File: src/rtl/project_seqfetch_v1.sv
// project_seqfetch_v1 -- memory-fetch stage feeding the Blastn sequence reader.
// Latency: first read request 1 cycle after the command; a chunk completed by a
//          response accepted in cycle t is offered in cycle t+2.
// Backpressure: requests limited to p_max_outstanding credits (in flight + queued);
//          ostream stalls hold the packer and, through credits, the request side.
//
// Ports:
//   clk, reset (async, active-low)
//   istream_msg/val/rdy          : command {N[63:32], byte base[31:0]}
//   ostream_msg/val/rdy          : 128-bit chunk, word i in bits [32i+31:32i]
//   mem_reqstream_msg/val/rdy    : 4-byte read requests
//   mem_respstream_msg/val/rdy   : read responses (in request order)
//   done_val                     : one-cycle command-complete pulse
//   stall_count                  : ostream back-pressure cycles
// Optional feature macro: PROJECT_SEQFETCH_STALLCNT_EN (saturating stall counter);
// when undefined stall_count is tied to zero.

package project_seqfetch_v1_pkg;
  localparam logic [2:0] MEM_TYPE_READ = 3'd0;

  typedef struct packed {
    logic [2:0]  type_;
    logic [7:0]  opaque;
    logic [31:0] addr;
    logic [1:0]  len;
    logic [31:0] data;
  } mem_req_4B_t;

  typedef struct packed {
    logic [2:0]  type_;
    logic [7:0]  opaque;
    logic [1:0]  test;
    logic [1:0]  len;
    logic [31:0] data;
  } mem_resp_4B_t;
endpackage

// Generic synchronous FIFO (power-of-two depth), registered storage, no bypass.
// Latency: a pushed word is visible at the head the cycle after the push.
// Backpressure: none internally; the caller guarantees no push when full.
module project_seqfetch_v1_fifo #(
  parameter int unsigned WIDTH = 32,
  parameter int unsigned DEPTH = 4
) (
  input  logic             clk_i,
  input  logic             arst_ni,
  input  logic             push_i,
  input  logic [WIDTH-1:0] push_dat_i,
  input  logic             pop_i,
  output logic [WIDTH-1:0] head_dat_o,
  output logic             empty_o
);
  localparam int unsigned AW = (DEPTH > 1) ? $clog2(DEPTH) : 1;

  logic [WIDTH-1:0] mem_q [DEPTH];
  logic [AW-1:0]    wr_ptr_q;
  logic [AW-1:0]    rd_ptr_q;
  logic [AW:0]      cnt_q;

  always_ff @(posedge clk_i or negedge arst_ni) begin
    if (!arst_ni) begin
      wr_ptr_q <= '0;
      rd_ptr_q <= '0;
      cnt_q    <= '0;
    end else begin
      if (push_i) wr_ptr_q <= wr_ptr_q + AW'(1);
      if (pop_i)  rd_ptr_q <= rd_ptr_q + AW'(1);
      case ({push_i, pop_i})
        2'b10:   cnt_q <= cnt_q + (AW+1)'(1);
        2'b01:   cnt_q <= cnt_q - (AW+1)'(1);
        default: cnt_q <= cnt_q;
      endcase
    end
  end

  // Storage is not reset: the count alone decides what is valid.
  always_ff @(posedge clk_i) begin
    if (push_i) mem_q[wr_ptr_q] <= push_dat_i;
  end

  assign head_dat_o = mem_q[rd_ptr_q];
  assign empty_o    = (cnt_q == '0);
endmodule

module project_seqfetch_v1
  import project_seqfetch_v1_pkg::*;
#(
  parameter int unsigned p_max_outstanding = 4
) (
  input  logic         clk,
  input  logic         reset,
  input  logic [63:0]  istream_msg,
  input  logic         istream_val,
  output logic         istream_rdy,
  output logic [127:0] ostream_msg,
  output logic         ostream_val,
  input  logic         ostream_rdy,
  output mem_req_4B_t  mem_reqstream_msg,
  output logic         mem_reqstream_val,
  input  logic         mem_reqstream_rdy,
  input  mem_resp_4B_t mem_respstream_msg,
  input  logic         mem_respstream_val,
  output logic         mem_respstream_rdy,
  output logic         done_val,
  output logic [31:0]  stall_count
);
  typedef enum logic [1:0] {IDLE = 2'd0, RUN = 2'd1, LAST = 2'd2} state_e;

  state_e       state_q, state_d;
  logic [31:0]  base_q, base_d;
  logic [31:0]  n_q, n_d;
  logic [7:0]   cmd_id_q, cmd_id_d;
  logic [31:0]  issued_q, issued_d;
  logic [31:0]  popped_q, popped_d;
  logic [127:0] pk_dat_q, pk_dat_d;
  logic         ostream_val_q, ostream_val_d;
  logic         istream_rdy_q, istream_rdy_d;
  logic         resp_rdy_q;
  logic         done_q, done_d;

  logic         cmd_hs, req_can, req_hs, resp_hs, push, pop, ost_hs;
  logic         q_empty;
  logic [31:0]  q_head;
  mem_req_4B_t  req_msg;
  logic         resp_fields_unused;

  assign cmd_hs  = istream_val && istream_rdy_q;
  // Credits cover both requests in flight and words waiting in the queue,
  // so the queue (depth p_max_outstanding) can never overflow.
  assign req_can = (state_q == RUN) && (issued_q != n_q) &&
                   ((issued_q - popped_q) < p_max_outstanding);
  assign req_hs  = req_can && mem_reqstream_rdy;
  assign resp_hs = mem_respstream_val && resp_rdy_q;
  // Stale responses (aborted command or arriving in IDLE) are swallowed here.
  assign push    = resp_hs && (state_q != IDLE) && (mem_respstream_msg.opaque == cmd_id_q);
  // No pop while a chunk is offered: the clearing handshake and the next pop
  // are always in separate cycles.
  assign pop     = (state_q == RUN) && !q_empty && !ostream_val_q && (popped_q != n_q);
  assign ost_hs  = ostream_val_q && ostream_rdy;

  assign resp_fields_unused = ^{mem_respstream_msg.type_, mem_respstream_msg.test,
                                mem_respstream_msg.len};

  project_seqfetch_v1_fifo #(
    .WIDTH (32),
    .DEPTH (p_max_outstanding)
  ) u_resp_q (
    .clk_i      (clk),
    .arst_ni    (reset),
    .push_i     (push),
    .push_dat_i (mem_respstream_msg.data),
    .pop_i      (pop),
    .head_dat_o (q_head),
    .empty_o    (q_empty)
  );

  // Request message is forced to zero whenever it is not valid; while stalled
  // it is a function of state that only changes on its own handshake.
  always_comb begin
    req_msg = '0;
    if (req_can) begin
      req_msg.type_  = MEM_TYPE_READ;
      req_msg.opaque = cmd_id_q;
      req_msg.addr   = base_q + {issued_q[29:0], 2'b00};
    end
  end

  always_comb begin
    state_d       = state_q;
    base_d        = base_q;
    n_d           = n_q;
    cmd_id_d      = cmd_id_q;
    issued_d      = issued_q;
    popped_d      = popped_q;
    pk_dat_d      = pk_dat_q;
    ostream_val_d = ostream_val_q;
    done_d        = 1'b0;

    // Clearing to zero makes unused slots of a final partial chunk read as 0.
    if (ost_hs) begin
      ostream_val_d = 1'b0;
      pk_dat_d      = '0;
    end

    case (state_q)
      IDLE: begin
        if (cmd_hs) begin
          base_d   = istream_msg[31:0];
          n_d      = istream_msg[63:32];
          cmd_id_d = cmd_id_q + 8'd1;
          issued_d = '0;
          popped_d = '0;
          if (istream_msg[63:32] == 32'd0) done_d  = 1'b1;
          else                             state_d = RUN;
        end
      end
      RUN: begin
        if (req_hs) issued_d = issued_q + 32'd1;
        if (pop) begin
          popped_d = popped_q + 32'd1;
          pk_dat_d[{popped_q[1:0], 5'd0} +: 32] = q_head;
          if ((popped_q[1:0] == 2'd3) || (popped_d == n_q)) ostream_val_d = 1'b1;
          if (popped_d == n_q) state_d = LAST;
        end
      end
      LAST: begin
        if (ost_hs) begin
          done_d  = 1'b1;
          state_d = IDLE;
        end
      end
      default: state_d = IDLE;
    endcase

    istream_rdy_d = (state_d == IDLE);
  end

  always_ff @(posedge clk or negedge reset) begin
    if (!reset) begin
      state_q       <= IDLE;
      base_q        <= '0;
      n_q           <= '0;
      cmd_id_q      <= '0;
      issued_q      <= '0;
      popped_q      <= '0;
      pk_dat_q      <= '0;
      ostream_val_q <= 1'b0;
      istream_rdy_q <= 1'b0;
      resp_rdy_q    <= 1'b0;
      done_q        <= 1'b0;
    end else begin
      state_q       <= state_d;
      base_q        <= base_d;
      n_q           <= n_d;
      cmd_id_q      <= cmd_id_d;
      issued_q      <= issued_d;
      popped_q      <= popped_d;
      pk_dat_q      <= pk_dat_d;
      ostream_val_q <= ostream_val_d;
      istream_rdy_q <= istream_rdy_d;
      resp_rdy_q    <= 1'b1;
      done_q        <= done_d;
    end
  end

`ifdef PROJECT_SEQFETCH_STALLCNT_EN
  logic [31:0] stall_q, stall_d;

  always_comb begin
    stall_d = stall_q;
    if (ostream_val_q && !ostream_rdy && (stall_q != 32'hFFFF_FFFF)) stall_d = stall_q + 32'd1;
  end

  always_ff @(posedge clk or negedge reset) begin
    if (!reset) stall_q <= '0;
    else        stall_q <= stall_d;
  end

  assign stall_count = stall_q;
`else
  assign stall_count = '0;
`endif

  assign istream_rdy        = istream_rdy_q;
  assign ostream_msg        = pk_dat_q;
  assign ostream_val        = ostream_val_q;
  assign mem_reqstream_msg  = req_msg;
  assign mem_reqstream_val  = req_can;
  assign mem_respstream_rdy = resp_rdy_q;
  assign done_val           = done_q;
endmodule

File: config.mk
export PLATFORM = sky130hd
export DESIGN_NAME = project_seqfetch_v1
export DESIGN_NICKNAME = d
export VERILOG_FILES = /design/src/rtl/project_seqfetch_v1.sv
export SDC_FILE = /design/constraint.sdc
export NUM_CORES = 1
export LEC_CHECK = 0
export ABC_AREA = 0
export CAP_MARGIN = 0
export CORE_UTILIZATION = 58
export DETAILED_ROUTE_END_ITERATION = 8
export PLACE_DENSITY = 0.88
export REMOVE_ABC_BUFFERS = 1
export SLEW_MARGIN = 40
export SYNTH_ARGS = -nofsm -noshare
export SYNTH_HDL_FRONTEND = slang
export SYNTH_SLANG_ARGS = --single-unit
File: constraint.sdc
create_clock -name clk -period 10.2 [get_ports clk]
set_input_delay 1.53 -clock clk [delete_from_list [all_inputs] [get_ports clk]]
set_output_delay 1.53 -clock clk [all_outputs]
set_load 0.01 [all_outputs]
### Word-level counts from Yosys, hierarchy flattened

Memories as Yosys holds them, arrays and structs flattened.
Cells that the tools add are included.

* bits in writable memories: 128
* flip-flop bits (word level): 277
* bits of input ports: 117
* word-level logic and storage cells: 91
* output and inout bits: 242
* memories kept: 1

Memories
* u_resp_q.mem_q: depth 4, width 32, rd ports 1, clocked after Yosys merged registers in 0, write ports 1, RTL line 55 `logic [WIDTH-1:0] mem_q [DEPTH];`

* multiplexer cells: 27
* add/subtract/negate cells: 10
* reductions and logical operators: 24
* equal/unequal tests: 12
* magnitude comparators: 1
* shifts and indexed selects: 2

Operators with widths (count)
* 2-to-1 mux 128 bit: 3
* bitwise mux 128 bit: 1
* case mux 32 bit (2 select lines): 2
* variable shift 32 x 9 -> 128 bit, first input constant: 1
* indexed part select 32 x 9 -> 128 bit: 1
* 2-to-1 mux 32 bit: 3
* adder 32 x 1 -> 32 bit, second input constant: 2
* != test 32 bit: 2
* 2-to-1 mux 40 bit: 1
* adder 32 bit: 1
* equality test 32 bit: 1
* zero test 32 bit: 1
* < comparator 32 x 3 -> 1 bit, second input constant: 1
* subtractor 32 bit: 1
* logical AND 1 bit: 11
* 2-to-1 mux 2 bit: 5
* 2-to-1 mux 1 bit: 9
* negator 7 -> 9 bit: 1
* adder 8 x 1 -> 8 bit, second input constant: 1
* equality test 8 bit: 1
* equality test 2 bit, second input constant: 3
* case mux 2 bit (3 select lines): 1
* case mux 3 bit (2 select lines): 1
* AND reduction 3 bit: 2
* other kinds (13): 20

### Depth between registers and ports, before layout

Gate-level depths: netlist (run 1).

* depth after elaboration: 8
* mapped depth: 18

### Hierarchy

From an unflattened synthesis (run 1), not the netlist that was laid out.

* cell total of the unflattened synthesis: 2183
* area, all modules: 22177.5 sq um

By module, submodules not included
* project_seqfetch_v1: area an instance 17120.2 sq um, cells each 1979, instances 1, seq. area each 6756.5 sq um
* project_seqfetch_v1_fifo: area an instance 5057.4 sq um, cells each 204, instances 1, seq. area each 4018.9 sq um

### Worst setup path before layout (run 1)

OpenSTA, ideal clock, no wires.

* path kind: reg-to-output
* start point: register popped_q[21]
* end point: output port mem_reqstream_msg[52] in the netlist's numbering
* path slack: 4.748 ns
* stages on the path, launching flop included: 19
* data arrival time: 3.922 ns
* path through: dfrtp_1 -> clkbuf_1 -> inv_1 -> ha_1 -> inv_1 -> a221oi_1 -> nand4_1 -> a2111oi_2 -> nand4_1 -> nor4b_2 -> nand2_1 -> or4_4 -> nor4_4 -> o2111ai_2 -> or2_1 -> buf_2 -> inv_2 -> buf_4 -> o211a_1

RTL lines
* start, declared: RTL line 114 `logic [31:0] popped_q, popped_d;`
* start signal, assigned: RTL line 237 `popped_q <= popped_d;`
* end, declared: RTL line 98 `output mem_req_4B_t mem_reqstream_msg,`

==> impl_metrics.ini, run 1 <==
[timing]
min_period_over_period_pct = 75.8
finalSetupTns_ps = 0
relSlewSlack_pct = 43.3
fmax_ghz = 0.129
grt_setup_unrepaired = no
skew_ps = 39.6
finalHoldViolCount = 0
tightest_slew_ps = 843
drv_slew = 0
setup-violations-final = 0
fin_crit_ps = 7730

[clocking]
holdBufCountCts = 0
post_cts_buffers = 0
htreeDepth = 2
cts_resized = 0
cts.sinks = 405
cts_tree = yes
cts-root-buf = clkbuf_16
numCtsBuffers = 42
clockBufferDepth = 3
clk_latency_ps = 580
clk_pin_slew_ps = 70

[logic_synthesis]
seq_area_frac_synth_pct = 50.4
synth_area_leaders = dfrtp_1 (32%), edfxtp_1 (18%), nand2_1 (5.3%), xnor2_1 (4.5%), ha_1 (4.2%)
synth_cells = 2017
syn_area_per_cell_um2 = 10.6
synth_fa_ha_area_share_pct = 4.40
syn-cell-area_um2 = 21400
ys.flop_type = dfrtp_1
synth_largest_area_cell = dfrtp_1
ys.warnings.count = 0
synth-xor-area-share_pct = 6.51
yosys.area_share.simple_pct = 16.4
synth.mux.area_fraction_pct = 3.85
synth_cell_types = 89
ys_ff_latch = 405
async_flop_share_pct = 68.4
synth_edf_count = 128
synth_compound_area_share_pct = 12.9
synth_top_area_share_pct = 32.4
synth_top_family_by_area = simple AND/OR/NAND/NOR gates

[placement]
numPortBuffers = 282
dp_hpwl_mm = 42.5
gp_congestion = 1.01

[setup_path]
path_class = reg -> out
cp_slowest_stage_delay_ps = 550
end_kind = primary output
cpMaxStageDelayCell = or2_2
worst-path-buf-inv = 4
crit_required_ps = 8670
startpoint_type = register
critPathLaunch = popped_q[28]
critical_path.max_fanout = 61
crit_chain = inv_1 > ha_1 > nor3b_1 > a222oi_1 > nand4_1 > a2111oi_2 > nand4_1 > nor4b_2 > nand2_1 > or4_4 > nor4_4 > o2111ai_4 > buf_4 > or2_2 > inv_2 > and3_1 > clkdlybuf4s50_1
arrival_ps = 6200
r2r_start = popped_q[28]
crit_top_cell = nand4_1
path_delay_family = simple AND/OR/NAND/NOR gates

[detailed_routing]
remaining_drc_errors = 0
wl_mm = 64.9
num_vias = 17471
drt_iter0_drc = 1726
antenna_left = 0
wire_per_inst_um = 23.5
first_pass_iters = 5
vias_per_cell = 6.34

[global_routing]
grt_pass1_wl_mm = 99.9
gr-usage-all-layers_pct = 34.2
antenna_found_initial = 4
grt-ovfl-total = 0
grt_max_degree = 80
grt_pass1_vias = 17295

[floorplanning]
ios = 359
start_util_pct = 59.6
die_h_um = 194
fp.dieArea_um2 = 37700
die_w_um = 194
fp.coreArea_um2 = 35900
rows = 69

[power_and_ir_drop]
power_leakage_nw = 11.0
ir_drop_v = 0.000207
powerDensity_nw_per_um2 = 222

[min_path]
hold_path.class = reg -> reg
hold_start = base_q[1]

[finish]
utilization_pct = 71.6
drive_gt1_share_pct = 7.32
fin_nets = 2456
area_growth_pct = 20.2

[flow_run]
maxCapViolCount = 0

[run_status]
outcome = finished, final reports clean
==> state kept, by name (all words and copies together), names as in the netlist, 2 cells and up <==
name,cells
base_q,32
cmd_id_q,8
issued_q,32
state_q,2
ostream_msg,128
n_q,32
u_resp_q.cnt_q,3
u_resp_q.rd_ptr_q,2
u_resp_q.wr_ptr_q,2
u_resp_q.mem_q,128
popped_q,32
==> cell type report <==
cell class	count	area (um2)
Multi-Input combinational cell	1453	9790
Sequential cell	405	10800
Antenna cell	2	5.00
Tap cell	461	577
Clock inverter	14	120
Inverter	57	214
Timing Repair Buffer	306	3030
Fill cell	2332	10200
Clock buffer	59	1210
==> metrics by stage <==
stage	worst slack (ps)	hold slack [ps]	cell area [um2]	instances	power, mW
after detailed placement	3000	459	24400	2681	4.08
after CTS	2330	476	25700	2754	5.67
after floorplan	2930	437	20700	1915	3.13
after global placement	3090	453	24300	2680	3.99
final	2470	474	25700	2757	5.72
after global routing	2230	502	25700	2756	5.90
==> final timing paths <==
kind / to / slack (ps) / cells past startpoint
worst max register to register: issued_q[4] / 5360 / 15
worst min register to register: base_q[1] / 470 / 2
worst min-delay path: base_q[1] / 470 / 2
min in group asynchronous: issued_q[22] / 950 / 1
worst max-delay path: mem_reqstream_msg[50] / 2470 / 17
max in group asynchronous: ostream_msg[27] / 7450 / 3
==> layout by cell type, fill, tap and decap left out, types with 7 or more instances in the layout <==
cell             count
nand2_1            303
clkdlybuf4s50_1    281
dfrtp_1            276
edfxtp_1           128
xnor2_1            109
nor2_1              99
a22o_1              98
a21oi_1             81
ha_1                72
conb_1              70
o21ai_0             68
nand3_1             67
inv_1               55
xor2_1              49
clkbuf_16           45
nand4_1             37
or4_1               36
o31ai_1             35
mux4_2              32
nor3_1              27
and2_1              26
a21o_1              26
nor4_1              20
and3_1              20
buf_4               20
or3_1               16
clkbuf_1            11
nor2b_1              9
nand2b_1             8
a31oi_1              8
mux2i_1              8
o21bai_1             8
or2_2                7
a211oi_1             7
==> cells in the mapped netlist (all sizes together), types with 4 or more instances <==
| master | n |
|---|---|
| a21o | 27 |
| a2111oi | 8 |
| nor4 | 26 |
| and3 | 23 |
| o21a | 6 |
| nor3 | 30 |
| or2 | 8 |
| or4 | 38 |
| a31oi | 8 |
| nand2 | 304 |
| a22o | 98 |
| a221oi | 5 |
| mux2i | 8 |
| buf | 86 |
| or3 | 16 |
| ha | 72 |
| xor2 | 49 |
| o211ai | 6 |
| mux4 | 32 |
| o21ai | 70 |
| o21bai | 8 |
| dfrtp | 277 |
| nor3b | 4 |
| nand2b | 8 |
| nor2 | 99 |
| nand4 | 37 |
| nand3b | 4 |
| nand3 | 68 |
| clkbuf | 84 |
| a211oi | 8 |
| xnor2 | 110 |
| inv | 57 |
| and2 | 27 |
| nor2b | 9 |
| edfxtp | 128 |
| a21oi | 84 |
| o31ai | 35 |
==> per-layer routing <==
layer  global-route usage (%)  vias to the layer above  share of wire [%]
met3                     8.31                      219                9.9
met1                     43.5                     8540                 38
met5                        0                        -              0.020
met2                     56.4                     1050                 48
li1                         -                     7660                  -
met4                     13.8                        2                4.3
==> power by group <==
| group | switching (mW) | internal, mW |
|---|---|---|
| Clock | 0.682 | 0.835 |
| Combinational | 1.16 | 0.876 |
| Sequential | 0.231 | 1.93 |
| Total | 2.08 | 3.64 |
==> cells by family (layout without fill, tap and decap cells) <==
kind of cell             after synthesis  after routing
AND/OR/NAND/NOR                      717            717
adder cells (fa/ha/maj)               74             74
multiplexers                          42             42
other                                  2             72
AO/OA/AOI/OAI                        391            391
buffers and inverters                227            436
XOR/XNOR                             159            159
flip-flops                           405            405
==> worst reg2reg max path, cell delays in order, from the launching register on <==
cell and delay, ps:
dfrtp_1 400, inv_1 170, ha_1 360, nor3b_1 210, a222oi_1 400, nand4_1 160, a2111oi_2 380, nand4_1 190
nor4b_2 300, nand2_1 90, or4_4 490, nor4_4 360, o2111ai_4 150, buf_4 330, or4_1 550, a21oi_1 170
No activity file was read; power rests on OpenSTA's default activity.
==> run 2, diff against run 1 <==
CORE_UTILIZATION = 54   (was 58)
PLACE_DENSITY = 0.83   (was 0.88)
clock period = 7.2 ns   (was 10.2 ns; I/O delays follow)
==> run 2 against run 1 <==
Compared with the run above:
- clock skew down 14 ps
- total power up 44%
- critical endpoint is now mem_reqstream_msg[72]
- critical path depth down 1
- highest routed layer unchanged
- die area up 7.3%
- flip-flop and latch count unchanged
- sequential power up 43%
==> impl_metrics.ini, run 2 (synthesis results as in run 1) <==
[run_status]
outcome = finished, final reports clean

[timing]
fin_ws_ps = 460
tightest_slew_ps = 859
fmax_ghz = 0.148
setup-violations-final = 0
fin_crit_ps = 6740
drv_slew = 0
finalHoldViolCount = 0
finalSetupTns_ps = 0
min_period_over_period_pct = 93.6
relSlewSlack_pct = 42.7
skew_ps = 26.0
grt_setup_unrepaired = no

[floorplanning]
start_util_pct = 55.1
fp.coreArea_um2 = 38800
ios = 359
die_h_um = 201
rows = 72
fp.dieArea_um2 = 40400
die_w_um = 201

[setup_path]
critical_path.max_fanout = 16
timing.rr.end = issued_q[5]
cp_slowest_stage_delay_ps = 550
reg2reg_slack_ps = 2430
cpMaxStageDelayCell = clkdlybuf4s50_1
worst-path-buf-inv = 3
startpoint_type = register
arrival_ps = 5660
crit_top_cell = a21o_1
r2r_cells = 15
crit_chain = inv_1 > ha_1 > a21o_1 > a31o_2 > a221oi_2 > a211oi_2 > o2111ai_1 > a21o_1 > mux2i_1 > o21ai_0 > nor4_4 > o2111ai_4 > or2_1 > inv_2 > and2_1 > clkdlybuf4s50_1
r2r_start = popped_q[2]
end_kind = primary output
crit_required_ps = 6120
path_delay_family = compound AO/OA/AOI/OAI gates
path_class = reg -> out

[power_and_ir_drop]
clkPwrFrac_pct = 29.0
ir_drop_v = 0.000329
powerDensity_nw_per_um2 = 315
p_switching_mw = 2.85
p_int_mw = 5.36
power_frac_seq_pct = 37.5
combinationalPowerShare_pct = 33.4
switching_share_pct = 34.7
power_leakage_nw = 11.1

[clocking]
clk_pin_slew_ps = 60
cts_resized = 0
cts-root-buf = clkbuf_16
numCtsBuffers = 43
clockBufferDepth = 3
post_cts_buffers = 0
cts_tree = yes
holdBufCountCts = 0
cts.sinks = 405
clk_latency_ps = 580
htreeDepth = 2

[global_routing]
grt_util_met3_pct = 6.31
grt-ovfl-total = 0
antenna_found_initial = 1
gr-usage-all-layers_pct = 30.3
grtUsageMet2_pct = 50.0
busiest_layer = met2
grt_pass1_wl_mm = 95.7
grt_pass1_vias = 17015
grt_max_degree = 164
use_met1_pct = 39.6

[placement]
gp_congestion = 0.965
numPortBuffers = 282
post-place-ws_ps = 1160
placed_cell_area_um2 = 24400
dp_hpwl_mm = 42.6

[finish]
drive_gt1_share_pct = 7.95
final_cell_mix = nand2_1 (303), clkdlybuf4s50_1 (281), dfrtp_1 (275), edfxtp_1 (128), xnor2_1 (109)
area_growth_pct = 21.7
diodes = 0
fin_nets = 2458
final_area_um2 = 26000
final_common_cell = nand2_1

[min_path]
hold_path.class = in -> async

[detailed_routing]
antenna_left = 0
drt_iter0_drc = 1353
num_vias = 17189
first_pass_iters = 7
remaining_drc_errors = 0
vias_per_cell = 6.10
wl_mm = 62.4
wire_per_inst_um = 22.1

[flow_run]
maxCapViolCount = 0
[run 2: cell count changes in the layout (fill, tap and decap cells not counted), sizes merged]
cell	previous run	this run
buf	25	26
bufinv	0	5
clkinvlp	2	1
inv	58	61
diode	2	0
[run 2: cell type report]
type	count	area, um2
Inverter	57	214
Clock inverter	21	279
Multi-Input combinational cell	1453	9780
Timing Repair Buffer	307	3100
Fill cell	2772	12800
Tap cell	518	648
Clock buffer	59	1240
Sequential cell	405	10800
[run 2: worst reg2reg max path, delay by kind of cell (launching register included)]
kind | cells | cell delay (ps)
flops | 1 | 500
buf+inv | 2 | 470
fa+ha+maj | 1 | 350
simple gates | 2 | 930
mux | 1 | 270
compound gates | 9 | 2160
[run 2: metrics by stage]
step                      instances  hold slack (ps)  utilization (%)  power, mW
after global routing           2820              393             67.1       8.50
after detailed placement       2737              459             62.9       5.74
final                          2820              379             67.1       8.21
after global placement         2736              456             62.8       5.65
after floorplan                1915              437                -       4.44
after CTS                      2817              371             66.8       8.18
[run 2: worst max path at each step]
stage / startpoint / end / slack [ps] / depth (start not counted)
4_1_cts: popped_q[28] / mem_reqstream_msg[50] / 530 / 16
2_1_floorplan: popped_q[2] / mem_reqstream_msg[34] / 380 / 15
3_3_place_gp: popped_q[28] / mem_reqstream_msg[50] / 1170 / 16
5_1_grt: popped_q[2] / mem_reqstream_msg[50] / 140 / 16
3_5_place_dp: popped_q[28] / mem_reqstream_msg[50] / 1160 / 16
6_report: popped_q[2] / mem_reqstream_msg[72] / 460 / 16
[run 2: power by group through the flow]
stage / Sequential [mW] / Clock [mW] / Combinational, mW
final: 3.08 / 2.38 / 2.74
after global routing: 3.11 / 2.49 / 2.90
after CTS: 3.07 / 2.41 / 2.70
after detailed placement: 3.09 / 0 / 2.65
after global placement: 3.07 / 0 / 2.58
after floorplan: 3.19 / 0 / 1.25
[run 2: per-layer routing]
| metal | vias to the layer above | part of all wire [%] |
|---|---|---|
| li1 | 7664 | - |
| met1 | 8562 | 40 |
| met2 | 839 | 49 |
| met3 | 122 | 9.0 |
| met4 | 2 | 2.8 |
| met5 | - | 0.022 |
